**src/rtl/finn_stream_pkg.sv**
```systemverilog
// Shared definitions for the FINN-style AXI-Stream stages: width helpers,
// converter legality check and common handshake levels.
package finn_stream_pkg;

    // Handshake levels shared by the stream stages.
    localparam logic AXIS_ASSERTED     = 1'b1;
    localparam logic AXIS_DEASSERTED   = 1'b0;
    localparam logic AXIS_READY_IN_RST = AXIS_DEASSERTED;

    function automatic int clog2(input int value);
        int result;
        result = 0;
        while ((1 << result) < value) begin
            result = result + 1;
        end
        return result;
    endfunction

    // A down-converter is legal only when the wide word splits into whole slices.
    function automatic bit dwc_ratio_ok(input int wide_w, input int narrow_w);
        return (narrow_w > 0) && (wide_w >= narrow_w) && ((wide_w % narrow_w) == 0);
    endfunction

    // Slice index width; a ratio of 1 still needs a 1-bit (constant zero) index.
    function automatic int dwc_idx_width(input int ratio);
        return (ratio > 1) ? clog2(ratio) : 1;
    endfunction

endpackage

```
**src/rtl/streaming_dwc_down.sv**
```systemverilog
// AXI-Stream down-converter: each IN_WIDTH word leaves as RATIO OUT_WIDTH
// slices, least-significant slice first, with no bubbles between words.
module streaming_dwc_down
    import finn_stream_pkg::*;
#(
    parameter int IN_WIDTH  = 256,
    parameter int OUT_WIDTH = 64
) (
    input  logic                                   ap_clk,
    input  logic                                   ap_rst_n,
    input  logic [IN_WIDTH-1:0]                    in0_V_V_TDATA,
    input  logic                                   in0_V_V_TVALID,
    output logic                                   in0_V_V_TREADY,
    output logic [OUT_WIDTH-1:0]                   out_V_V_TDATA,
    output logic                                   out_V_V_TVALID,
    input  logic                                   out_V_V_TREADY,
    output logic [clog2(IN_WIDTH/OUT_WIDTH):0]     occupancy
);

    localparam int RATIO = IN_WIDTH / OUT_WIDTH;
    localparam int IDX_W = dwc_idx_width(RATIO);
    localparam int OCC_W = clog2(RATIO) + 1;

    if (!dwc_ratio_ok(IN_WIDTH, OUT_WIDTH) || (RATIO < 1)) begin : g_bad_ratio
        $error("streaming_dwc_down: IN_WIDTH must be a positive multiple of OUT_WIDTH");
    end

    logic [IN_WIDTH-1:0] word_buf;
    logic [IDX_W-1:0]    idx;
    logic                full;
    logic                last_slice;
    logic                in_hs;
    logic                out_hs;

    assign last_slice = (idx == IDX_W'(RATIO - 1));
    assign in_hs      = in0_V_V_TVALID && in0_V_V_TREADY;
    assign out_hs     = full && out_V_V_TREADY;

    // A new word can only land while the buffer is empty or its last slice
    // is leaving this cycle, so the load branch also covers the overlap case.
    always_ff @(posedge ap_clk or negedge ap_rst_n) begin
        if (!ap_rst_n) begin
            word_buf <= '0;
            idx      <= '0;
            full     <= AXIS_DEASSERTED;
        end else if (in_hs) begin
            word_buf <= in0_V_V_TDATA;
            idx      <= '0;
            full     <= AXIS_ASSERTED;
        end else if (out_hs) begin
            if (last_slice) begin
                full <= AXIS_DEASSERTED;
            end else begin
                idx <= idx + 1'b1;
            end
        end
    end

    // Ready is combinational from the sink so consecutive words run gap-free.
    assign in0_V_V_TREADY = ap_rst_n ? (!full || (last_slice && out_V_V_TREADY))
                                     : AXIS_READY_IN_RST;

    assign out_V_V_TVALID = full;
    assign out_V_V_TDATA  = word_buf[int'(idx) * OUT_WIDTH +: OUT_WIDTH];
    assign occupancy      = full ? (OCC_W'(RATIO) - OCC_W'(idx)) : '0;

endmodule
```
**config.mk**
```make
export PLATFORM = sky130hd
export DESIGN_NAME = streaming_dwc_down
export DESIGN_NICKNAME = d
export VERILOG_FILES = /design/src/rtl/finn_stream_pkg.sv /design/src/rtl/streaming_dwc_down.sv
export SDC_FILE = /design/constraint.sdc
export NUM_CORES = 1
export LEC_CHECK = 0
export ABC_CLOCK_PERIOD_IN_PS = 1810
export CORE_MARGIN = 1
export CORE_UTILIZATION = 49
export DETAILED_ROUTE_END_ITERATION = 10
export PLACE_DENSITY = 0.81
export SLEW_MARGIN = 20
export SYNTH_ARGS = -nofsm -noshare
export SYNTH_HDL_FRONTEND = slang
export SYNTH_SLANG_ARGS = --single-unit
```
**constraint.sdc**
```tcl
create_clock -name ap_clk -period 1.81 [get_ports ap_clk]
set_clock_uncertainty 0.05 [all_clocks]
set_input_delay 0.181 -clock ap_clk [delete_from_list [all_inputs] [get_ports ap_clk]]
set_output_delay 0.181 -clock ap_clk [all_outputs]
set_load 0.05 [all_outputs]
```
==> results of run 1 <==
-- sequential cells by signal (all words and copies together), names as in the netlist --
name	flops
out_V_V_TVALID	1
word_buf	256
idx	2
-- cell type report --
| cell class | count | area share, % |
|---|---|---|
| inverter | 2 | 0.0681 |
| timing repair buffer | 414 | 28.5 |
| multi-input combinational | 335 | 28.6 |
| sequential | 259 | 35.3 |
| tap | 324 | 2.21 |
| antenna | 3 | 0.0409 |
| clock buffer | 41 | 4.52 |
| clock inverter | 11 | 0.742 |
-- how the worst min path moves through the flow --
stage | startpoint | to | slack, ns | cells after the start
after floorplan | ap_rst_n | idx[0]$_DFFE_PN0P_ | -0.16 | 0
after global placement | ap_rst_n | word_buf[112]$_DFFE_PN0P_ | 0.31 | 2
after detailed placement | ap_rst_n | word_buf[240]$_DFFE_PN0P_ | 0.31 | 2
after CTS | in0_V_V_TDATA[64] | word_buf[64]$_DFFE_PN0P_ | 0.17 | 2
after global routing | in0_V_V_TDATA[61] | word_buf[61]$_DFFE_PN0P_ | 0.18 | 2
final | in0_V_V_TDATA[64] | word_buf[64]$_DFFE_PN0P_ | 0.19 | 2
-- logic make-up after synthesis --
| kind of cell | synth area share (%) |
|---|---|
| adder cells (fa/ha/maj) | 0.208 |
| AO/OA/AOI/OAI | 0.0935 |
| flip-flops | 53.8 |
| buffers and inverters | 3.13 |
| AND/OR/NAND/NOR | 0.509 |
| XOR/XNOR | 0.0727 |
| multiplexers | 42.2 |
-- per-stage QoR --
step	util (%)	instances
2_1_floorplan	-	638
3_3_place_gp	65.3	1286
3_5_place_dp	65.3	1286
4_1_cts	75.3	1383
5_1_grt	75.8	1389
6_report	75.8	1389
-- repair_timing --
item	4_1_cts	5_1_grt
gates resized for setup	99	26
pin swaps	1	1
endpoints found under the setup margin	307	326
hold buffers	1	0
gates cloned	28	0
buffers inserted	16	3
endpoints found under the hold margin	260	0
-- cell usage in the layout, fill, tap and decap left out, types with 2 or more instances in the layout --
master                              n
sky130_fd_sc_hd__clkbuf_16         29
sky130_fd_sc_hd__dfrtp_1          256
sky130_fd_sc_hd__and2_4             3
sky130_fd_sc_hd__buf_16            17
sky130_fd_sc_hd__mux2_4           206
sky130_fd_sc_hd__buf_12            28
sky130_fd_sc_hd__clkdlybuf4s50_1  258
sky130_fd_sc_hd__buf_4             14
sky130_fd_sc_hd__mux2_1            12
sky130_fd_sc_hd__clkinv_2           6
sky130_fd_sc_hd__nor2_2             2
sky130_fd_sc_hd__clkbuf_1           6
sky130_fd_sc_hd__mux4_2            64
sky130_fd_sc_hd__bufinv_16          3
sky130_fd_sc_hd__ha_4               2
sky130_fd_sc_hd__buf_6             69
sky130_fd_sc_hd__mux2_2            38
sky130_fd_sc_hd__diode_2            3
sky130_fd_sc_hd__dfrtp_2            2
sky130_fd_sc_hd__buf_8              8
sky130_fd_sc_hd__clkbuf_8           6
sky130_fd_sc_hd__inv_4              2
sky130_fd_sc_hd__bufbuf_16         19
-- layer usage --
layer,share of wire (%),routed length (microns)
met1,41,13200
met2,50,16100
met3,5.9,1900
met4,2.6,837
met5,0,0
-- power groups by stage --
stage | clock network, mW | registers [mW] | logic [mW]
detailed placement | 0 | 10.4 | 18.5
floorplan | 0 | 9.83 | 13.7
global placement | 0 | 10.3 | 18.2
global route | 6.32 | 10.8 | 22.4
CTS | 6.07 | 10.4 | 21.2
finish | 5.95 | 10.5 | 21.6
==> metrics list, run 1 <==
- Run status: finished, violations left
- Failing checks: negative setup slack
* Startpoint of the worst register-to-register path: idx[0]$_DFFE_PN0P_
- Cell family with the largest share of critical-path delay: multiplexers
- Post-route total power: 38.1 mW
- The endpoint identified for the worst register-to-register timing path is word_buf[91]$_DFFE_PN0P_.
* Largest driver fanout on the critical path: 5
* Global-route wire length before repair: 50,100 microns
- Total via count after detailed routing: 7,331
- Height of the die: 159 microns
- Layout cells sized above 1: 49.3%
* Global routing met1 resource utilization: 33.6%
* Tcrit/Tclk final: 125%
- The first detailed-routing pass took 4 iterations.
- For the pin with the worst max-slew slack, the measured transition is 0.729 ns.
* Busiest grt layer: met2
* Power density normalized to cell area: 2070 nW/um^2
- Fin. Hold Viols: 0
* Proportion of power drawn by the clock network: 15.6%
- Antenna violations before repair: 3
* Final slew viol count: 0
- Post-DP HPWL: 19,700 microns
- Port buffering added 328 buffers.
- After technology mapping, the gate count stands at 638.
- Final-layout fill cell count: 1,372
- Entering global routing, the biggest net connects 136 pins.
* Total routed wirelength: 32,100 microns
- After floorplanning, the core was sized to cover 24,200 sq um.
- Buffers plus inverters on the worst setup path: 3
* Cell-by-cell trace of the critical path: buf_12 -> buf_12 -> mux4_2 -> buf_8
- The worst register-to-register path has a setup slack of -0.43 ns.
* Via-per-instance ratio: 5.28
- Placement Cell Area: 15,800 sq um
- CTS built an H-tree with a depth of 1.
- The worst-case IR drop observed on VDD is 1.65 mV.
- Share of flip-flops with an asynchronous set or reset after synthesis: 100%
- Minimum clock period: 2.27 ns
* Die Width: 159 microns
- The cell sitting at the root of the clock tree is a sky130_fd_sc_hd__clkbuf_16.
* Critical path destination: out_V_V_TDATA[33]
- The slowest stage of the critical path belongs to the cell sky130_fd_sc_hd__mux4_2.
* Number of buffers created by CTS: 29
- Layout-stage area growth over the synthesis result: 52.5%
- Final Hold Slack: 0.192 ns
- Final weighted congestion of routability-driven global placement: 0.768
- Total die area: 25,200 sq um
- For this design the static power due to leakage is 7.97 nW.
- The mapped netlist covers 12,000 sq um.
- Count of final setup violators: 326
- For this run, global-route usage on met3 was measured as 5.33%.
- Sequential cell fraction of total power: 27.6%
- Total number of placement rows: 57
- The number of nets handed over by synthesis was 900.
- The tool flagged a number of max-cap violations equal to 0.
- After clock tree synthesis, the clock-pin slew on the worst setup and hold paths is 0.06 ns.
* Yosys warnings: 0
- In this run the deepest clock path goes through 3 buffers.
- Worst setup startpoint: idx[0]$_DFFE_PN0P_
- Total negative slack: -116.62 ns
* Switching pwr: 14.2 mW
- Counting instances in the post-synthesis netlist gives the leading cell types as 259 x sky130_fd_sc_hd__dfrtp_1, 200 x sky130_fd_sc_hd__mux2_4, 64 x sky130_fd_sc_hd__mux4_2.
- Endpoint required time on the critical path: 1.58 ns
- The worst setup path is captured at an output port.
* Worst-skew pair later-pin latency: 0.54 ns
* Residual DRC: 0
* Count of state elements after synthesis: 259
- After layout, the worst setup slack is -0.461 ns.
- In this run, the number of DRC markers left after iteration 0 of detailed routing was 308.
- Tot GR Track Use: 25.8%
- Yosys mapped a number of flops with a built-in enable equal to 0.
* Worst path depth: 4
* Total congestion overflow: 0
* Worst slack after detailed placement: -0.121 ns
* Sequential cell area fraction in the yosys report: 53.8%
* Synth Area per Inst: 18.9 sq um
- Timing would allow up to 0.440 GHz.
* Multi-input logic area: 5250 sq um
- Most used standard cell by instance count after synthesis: sky130_fd_sc_hd__dfrtp_1
- For this design, the sink count on the clock tree is 259.
- Cell internal pwr: 23.9 mW
- The share of synthesized area in the top cell type comes to 53.8%.
- The initial utilization of the core area, before any placement, comes to 49.7%.
* Critical Setup Path Class: flip-flop to output port
* Total I/O pin count: 329
- Worst Reg-to-Reg Cells: 9
* Most repeated library cell on the critical path: sky130_fd_sc_hd__buf_12
* Met2 track demand over resource in global routing: 42.9%
- Combinational cells account for 56.8% of the total power.
- Biggest cell delay along the critical path: 0.57 ns
- In the synthesized netlist the dominant register cell turns out to be sky130_fd_sc_hd__dfrtp_1.
- The worst setup path is launched from a flip-flop.
* Crit path DAT: 2.04 ns
- The number of different library cells used by synthesis comes to 22.
- Per-cell routed wire length: 23.1 microns
- The tightest min-delay check is of the primary input to flip-flop type.
- Number of nets with antenna violations after detailed routing: 0
- Net switching is 37.2% of the power.
- Library cell with the largest summed area after synthesis: sky130_fd_sc_hd__dfrtp_1
- The finished cells cover 18,400 sq um.
- TritonCTS clock tree: built
- For this run, the post-layout net count is 1,303.
- Via count of the first global-routing pass: 8,533
- Relative slew slack: 51.4%
- In the final layout, flip-flops and latches occupy 6490 sq um.
- Top cells by area, synth: sky130_fd_sc_hd__dfrtp_1 54%, sky130_fd_sc_hd__mux2_4 25%, sky130_fd_sc_hd__mux4_2 12%
- Unrepaired setup endpoints after global routing: true
(Power assumes the default switching activity.)
==> run 2: changes to the inputs <==
--- a/config.mk
+++ b/config.mk
@@ -5,7 +5,7 @@
 export SDC_FILE = /design/constraint.sdc
 export NUM_CORES = 1
 export LEC_CHECK = 0
-export ABC_CLOCK_PERIOD_IN_PS = 1810
+export ABC_CLOCK_PERIOD_IN_PS = 2550
 export CORE_MARGIN = 1
 export CORE_UTILIZATION = 49
 export DETAILED_ROUTE_END_ITERATION = 10
==> constraint.sdc (replaced) <==
create_clock -name ap_clk -period 2.55 [get_ports ap_clk]
set_clock_uncertainty 0.05 [all_clocks]
set_input_delay 0.255 -clock ap_clk [delete_from_list [all_inputs] [get_ports ap_clk]]
set_output_delay 0.255 -clock ap_clk [all_outputs]
set_load 0.05 [all_outputs]
==> metrics list, run 2 (synthesis results as in run 1) <==
* Kind of end point of the critical path: output port
- The flow ran to the end, and the final reports show no timing, DRC or antenna violations.
- Of all nets on the critical path, the largest fanout is 36.
- Final slew viol count: 0
- Input/output buffers: 328
* Reported max-cap violation count: 0
- Fin. Hold Viols: 0
- The register with the most flip-flops in the final layout is word_buf.
- Leading cell types in the layout, fill and taps excluded: 259 x sky130_fd_sc_hd__clkdlybuf4s50_1, 257 x sky130_fd_sc_hd__dfrtp_1, 200 x sky130_fd_sc_hd__mux2_4
- Clock-pin slew of the registers on the worst-case setup and hold paths: 0.06 ns
* Crit path setup slack, layout: 0.147 ns
* Layout cells sized above 1: 44.0%
- Worst slack after detailed placement: 0.368 ns
- Multi-input logic area: 5190 sq um
* Number of nets with antenna violations after detailed routing: 0
* Total routed wirelength: 27,500 microns
* Startpoint kind of the worst setup timing path: flip-flop
- Per-cell routed wire length: 20.9 microns
- CTS H-Tree Depth: 1
- Unrepaired setup endpoints after global routing: false
- Die Width: 159 microns
- Number of buffers created by CTS: 29
- Drt initial violations: 275
- Counting I/O delays and the setup requirement, the final critical path takes 2.40 ns.
- Setup total negative slack on the finished layout was measured at 0 ns.
- Setup violations remaining at the end of the flow were counted as 0.
- The floorplan has 57 rows.
* Critical-path cell with the highest stage delay: sky130_fd_sc_hd__mux4_2
- Summing over every cut layer, the via total after detailed routing is 6,889.
- Entering global routing, the biggest net connects 133 pins.
* Fin nets: 1,237
- At the end of routability-driven placement, the weighted congestion stood at 0.795.
- Standby leakage power: 7.12 nW
- In this run the clock root is driven by a sky130_fd_sc_hd__clkbuf_16.
- The register with the most flip-flops in the layout has 256 of them.
- IR analysis of the VDD net gives a maximum drop of 0.860 mV.
* Hold/Removal Path Class: primary input to flip-flop
* Relative slew slack: 42.7%
* Total die area: 25,200 sq um
* Crit path DAT: 2.10 ns
- Total I/O pin count: 329
* Initial cell density of the core: 49.7%
* Height of the die: 159 microns
- Global-route wire length before repair: 43,700 microns
- Dividing total power by cell area gives a power density of 1460 nW/um^2.
* Antenna violations before repair: 3
* Residual DRC: 0
- Total congestion overflow: 0
- Via count of the first global-routing pass: 7,753
* Post-DP HPWL: 18,800 microns
* Final-layout fill cell count: 1,658
* Endpoint required time on the critical path: 2.25 ns
* Critical Setup Path Class: flip-flop to output port
- First-pass DRT Iterations: 4
- Biggest cell delay along the critical path: 0.58 ns
- The library cell used most frequently in the layout, excluding fill and tap cells, is sky130_fd_sc_hd__clkdlybuf4s50_1.
- Slew at the pin closest to its max-slew limit: 0.860 ns
- Traced cell by cell, the critical path runs through buf_12 -> mux4_2 -> buf_4.
- Layout-stage area growth over the synthesis result: 36.7%
- Global routing consumed, over all layers together, 22.2% of the routing resources.
- Dividing the detail-routed via count by the number of cells gives 5.22.
- The later pin in the worst-skew pair is clocked with a latency of 0.54 ns.
- The sequential cells in the finished layout cover a total of 6490 sq um.
* Max clock buf depth: 3
- TritonCTS clock tree: built
- Count of clock tree sinks: 259
* Tcrit/Tclk final: 94.3%
- The floorplan step defined a core boundary enclosing 24,200 sq um.
- Max Freq: 0.416 GHz
## run 2: critical path, delay by kind of cell (launching register included)
kind / cells / cell delay [ns]
buffers and inverters: 2 / 0.52
flip-flops: 1 / 0.45
multiplexers: 1 / 0.58
## run 2: final timing paths
check                           depth (start not counted)                       from                         to  slack [ns]
worst max register to register                          6         idx[0]$_DFFE_PN0P_  word_buf[250]$_DFFE_PN0P_        0.47
min in group asynchronous                               3                   ap_rst_n  word_buf[121]$_DFFE_PN0P_        0.36
max in group asynchronous                               3                   ap_rst_n         idx[0]$_DFFE_PN0P_        1.35
worst min-delay path                                    2         in0_V_V_TDATA[213]  word_buf[213]$_DFFE_PN0P_        0.26
worst min register to register                          1  word_buf[208]$_DFFE_PN0P_  word_buf[208]$_DFFE_PN0P_        0.43
worst max-delay path                                    3         idx[0]$_DFFE_PN0P_           out_V_V_TDATA[6]        0.15
## run 2: cell type report
class                           count  area share [%]
Inverter                            2          0.0456
Multi-Input combinational cell    335            31.5
Tap cell                          324            2.46
Clock buffer                       36            4.69
Sequential cell                   259            39.4
Clock inverter                     13           0.775
Timing Repair Buffer              348            21.1
Antenna cell                        3          0.0456
## run 2: metal layers
metal	part of all wire, %	GRT usage, %	vias up
met5	0	0	-
met4	3.4	8.78	0
met3	5.1	4.15	59
met2	50	36.9	236
met1	41	28.9	3553
li1	-	-	3041
## run 2: stage by stage
| stage | std cells | hold WS [ns] | instance area [sq um] | power (mW) | util, % |
|---|---|---|---|---|---|
| 6_report | 1320 | 0.257 | 16500 | 24.0 | 67.9 |
| 5_1_grt | 1320 | 0.249 | 16500 | 25.1 | 67.9 |
| 4_1_cts | 1317 | 0.239 | 16500 | 24.2 | 67.9 |
| 3_5_place_dp | 1267 | 0.384 | 15600 | 20.1 | 64.1 |
| 3_3_place_gp | 1267 | 0.388 | 15600 | 19.9 | 64.1 |
| 2_1_floorplan | 638 | -0.0906 | 12000 | 16.7 | - |
## run 2: timing repair
action | CTS | global route
resized for setup | 1 | 0
hold endpoints to repair | 260 | 0
setup endpoints to repair | 1 | 0
hold buffers | 1 | 0
buffers inserted | 0 | 0
## run 2: power by group
part | switching [mW] | total [mW] | internal [mW]
Combinational | 6.45 | 12.7 | 6.20
Sequential | 1.19 | 7.40 | 6.21
Clock | 1.65 | 3.99 | 2.34
==> run 3: changes to the inputs <==
--- a/config.mk
+++ b/config.mk
@@ -8,6 +8,7 @@
 export ABC_CLOCK_PERIOD_IN_PS = 2550
 export CORE_MARGIN = 1
 export CORE_UTILIZATION = 49
+export CTS_CLUSTER_SIZE = 12
 export DETAILED_ROUTE_END_ITERATION = 10
 export PLACE_DENSITY = 0.81
 export SLEW_MARGIN = 20
==> metrics list, run 3 (synthesis results as in run 1) <==
- Run status: finished, final reports clean
* Std-Cell Core Area: 24,200 sq um
- Setup violations remaining at the end of the flow were counted as 0.
- Endpoint required time on the critical path: 2.25 ns
- Antenna violations before repair: 3
* Total via count after detailed routing: 6,924
- For this block, the routed nets add up to 27,700 microns of wire.
* Dpl cells: 1,267
- Total I/O pin count: 329
- Cell-by-cell trace of the critical path: buf_12 -> mux4_2 -> buf_4
- Global-route wire length before repair: 44,100 microns
- STA classifies the critical path endpoint as an output port.
- In the routed layout, each cell is associated on average with a via count of 5.23.
* First-pass DRT Iterations: 4
* Tot GR Track Use: 22.4%
* Slew at the pin closest to its max-slew limit: 0.853 ns
- The worst hold path belongs to the class primary input to flip-flop.
- For the worst setup path, the data arrival time is 2.12 ns.
- Setup total negative slack on the finished layout was measured at 0 ns.
- Final weighted congestion of routability-driven global placement: 0.795
- Die Width: 159 microns
* Fin nets: 1,237
* Power density normalized to cell area: 1470 nW/um^2
- After layout, the design draws a total of 24.4 mW.
* Total congestion overflow: 0
* Commonest non-fill, non-tap cell in the layout: sky130_fd_sc_hd__clkdlybuf4s50_1
* Fin. Hold Viols: 0
- Clock-pin slew of the registers on the worst-case setup and hold paths: 0.06 ns
* Number of buffers created by CTS: 29
- Startpoint kind of the worst setup timing path: flip-flop
- Relative slew slack: 43.1%
- Crit path setup slack, layout: 0.129 ns
- CTS H-Tree Depth: 1
- The area growth from synthesis to layout is 37.7%.
* Worst setup startpoint: idx[0]$_DFFE_PN0P_
* Pin count of the biggest net entering global routing: 133
* Total number of placement rows: 57
- Measured along the y axis, the die boundary spans 159 microns.
* Final Hold Slack: 0.259 ns
- Setup bufs post-CTS: 0
- Max Freq: 0.413 GHz
- The die covers 25,200 sq um.
- The startpoint identified for the worst hold timing path is in0_V_V_TDATA[213].
- Residual DRC: 0
* Final-layout fill cell count: 1,653
- Once detail routing completed, the nets flagged for antenna violations numbered 0.
* Critical Setup Path Class: flip-flop to output port
* Biggest cell delay along the critical path: 0.60 ns
- Startpoint of the worst register-to-register path: idx[0]$_DFFE_PN0P_
* Reported max-cap violation count: 0
- In this run the static leakage power is 7.18 nW.
* Initial cell density of the core: 49.7%
- Count of clock tree sinks: 259
- Max clock buf depth: 3
- The number of pins with negative max-slew slack in the final report was 0.
- In the final routed layout, each cell accounts on average for 20.9 microns.
- For this design, the slowest cell found on the critical path is sky130_fd_sc_hd__mux4_2.
- Prior to clock tree synthesis, the placed netlist has a worst setup slack of 0.368 ns.
* Worst-skew pair later-pin latency: 0.54 ns
- In the final layout, the share of cells above drive strength 1 is 44.4%.
- The first routing iteration left 279 violations.
* Via count of the first global-routing pass: 7,829
- Minimum clock period: 2.42 ns
* Largest driver fanout on the critical path: 36
- The worst-case IR drop observed on VDD is 0.822 mV.
* Unrepaired setup endpoints after global routing: false
* Leading cell types in the layout, fill and taps excluded: 259 x sky130_fd_sc_hd__clkdlybuf4s50_1, 257 x sky130_fd_sc_hd__dfrtp_1, 200 x sky130_fd_sc_hd__mux2_4
- TritonCTS built the clock tree.
- Post-DP HPWL: 18,800 microns
- More flip-flops sit in one register than any other, and that register is word_buf.
* CTS root buf: sky130_fd_sc_hd__clkbuf_16
* Cell Count, Final, Fillers Out: 1,324
- The register with the most flip-flops in the layout has 256 of them.
- The final critical path takes up 94.9% of the cycle.
- During placement, the flow inserted port buffers numbering 328.
-- run 3: changes by cell type in the layout (fill, tap and decap cells not counted), sizes merged --
| cell | before | now |
|---|---|---|
| clkinv | 7 | 3 |
| clkbuf | 36 | 46 |
| inv | 4 | 3 |
| clkinvlp | 2 | 1 |
-- run 3: final cells by class --
cell class	count	area [sq um]	share of cell area (%)
Clock inverter	7	91.3	0.551
Tap cell	324	405	2.44
Timing Repair Buffer	348	3470	20.9
Sequential cell	259	6490	39.1
Clock buffer	46	930	5.60
Multi-Input combinational cell	335	5190	31.3
Inverter	2	7.51	0.0452
Antenna cell	3	7.51	0.0452
-- run 3: worst paths after layout --
path                                        endpoint  slack (ns)  cells past startpoint
max                                 out_V_V_TDATA[6]        0.13                      3
min reg2reg                word_buf[206]$_DFFE_PN0P_        0.43                      1
max in group asynchronous         idx[0]$_DFFE_PN0P_        1.35                      3
max reg2reg                word_buf[250]$_DFFE_PN0P_        0.46                      6
min                        word_buf[213]$_DFFE_PN0P_        0.26                      2
min in group asynchronous  word_buf[182]$_DFFE_PN0P_        0.34                      3
-- run 3: per-stage QoR --
step | cell area [sq um] | utilization, %
final | 16600 | 68.4
after global routing | 16600 | 68.4
after CTS | 16600 | 68.4
after detailed placement | 15600 | 64.1
after global placement | 15600 | 64.1
after floorplan | 12000 | -
-- run 3: report_power, final --
part | switching (mW) | total [mW] | leakage (nW) | internal, mW
Combinational | 6.46 | 12.7 | 3.58 | 6.20
Sequential | 1.21 | 7.42 | 3.10 | 6.22
Clock | 1.64 | 4.33 | 0.506 | 2.68
Total | 9.32 | 24.4 | 7.18 | 15.1
-- run 3: routing by layer --
| metal | global-route usage, % | vias to the layer above | part of all wire [%] |
|---|---|---|---|
| li1 | - | 3048 | - |
| met5 | 0 | - | 0 |
| met3 | 3.97 | 63 | 4.7 |
| met4 | 8.91 | 0 | 3.7 |
| met2 | 37.1 | 232 | 50 |
| met1 | 29.2 | 3581 | 42 |
-- run 3: critical path, delay by kind of cell (launching register included) --
| family | cells | cell delay (ns) |
|---|---|---|
| buf+inv | 2 | 0.53 |
| mux | 1 | 0.60 |
| flops | 1 | 0.45 |
-- run 3: what timing repair did --
item                                    CTS  global route
endpoints found under the setup margin    1             0
hold buffers                              1             0
endpoints found under the hold margin   260             0
gates resized for setup                   1             0
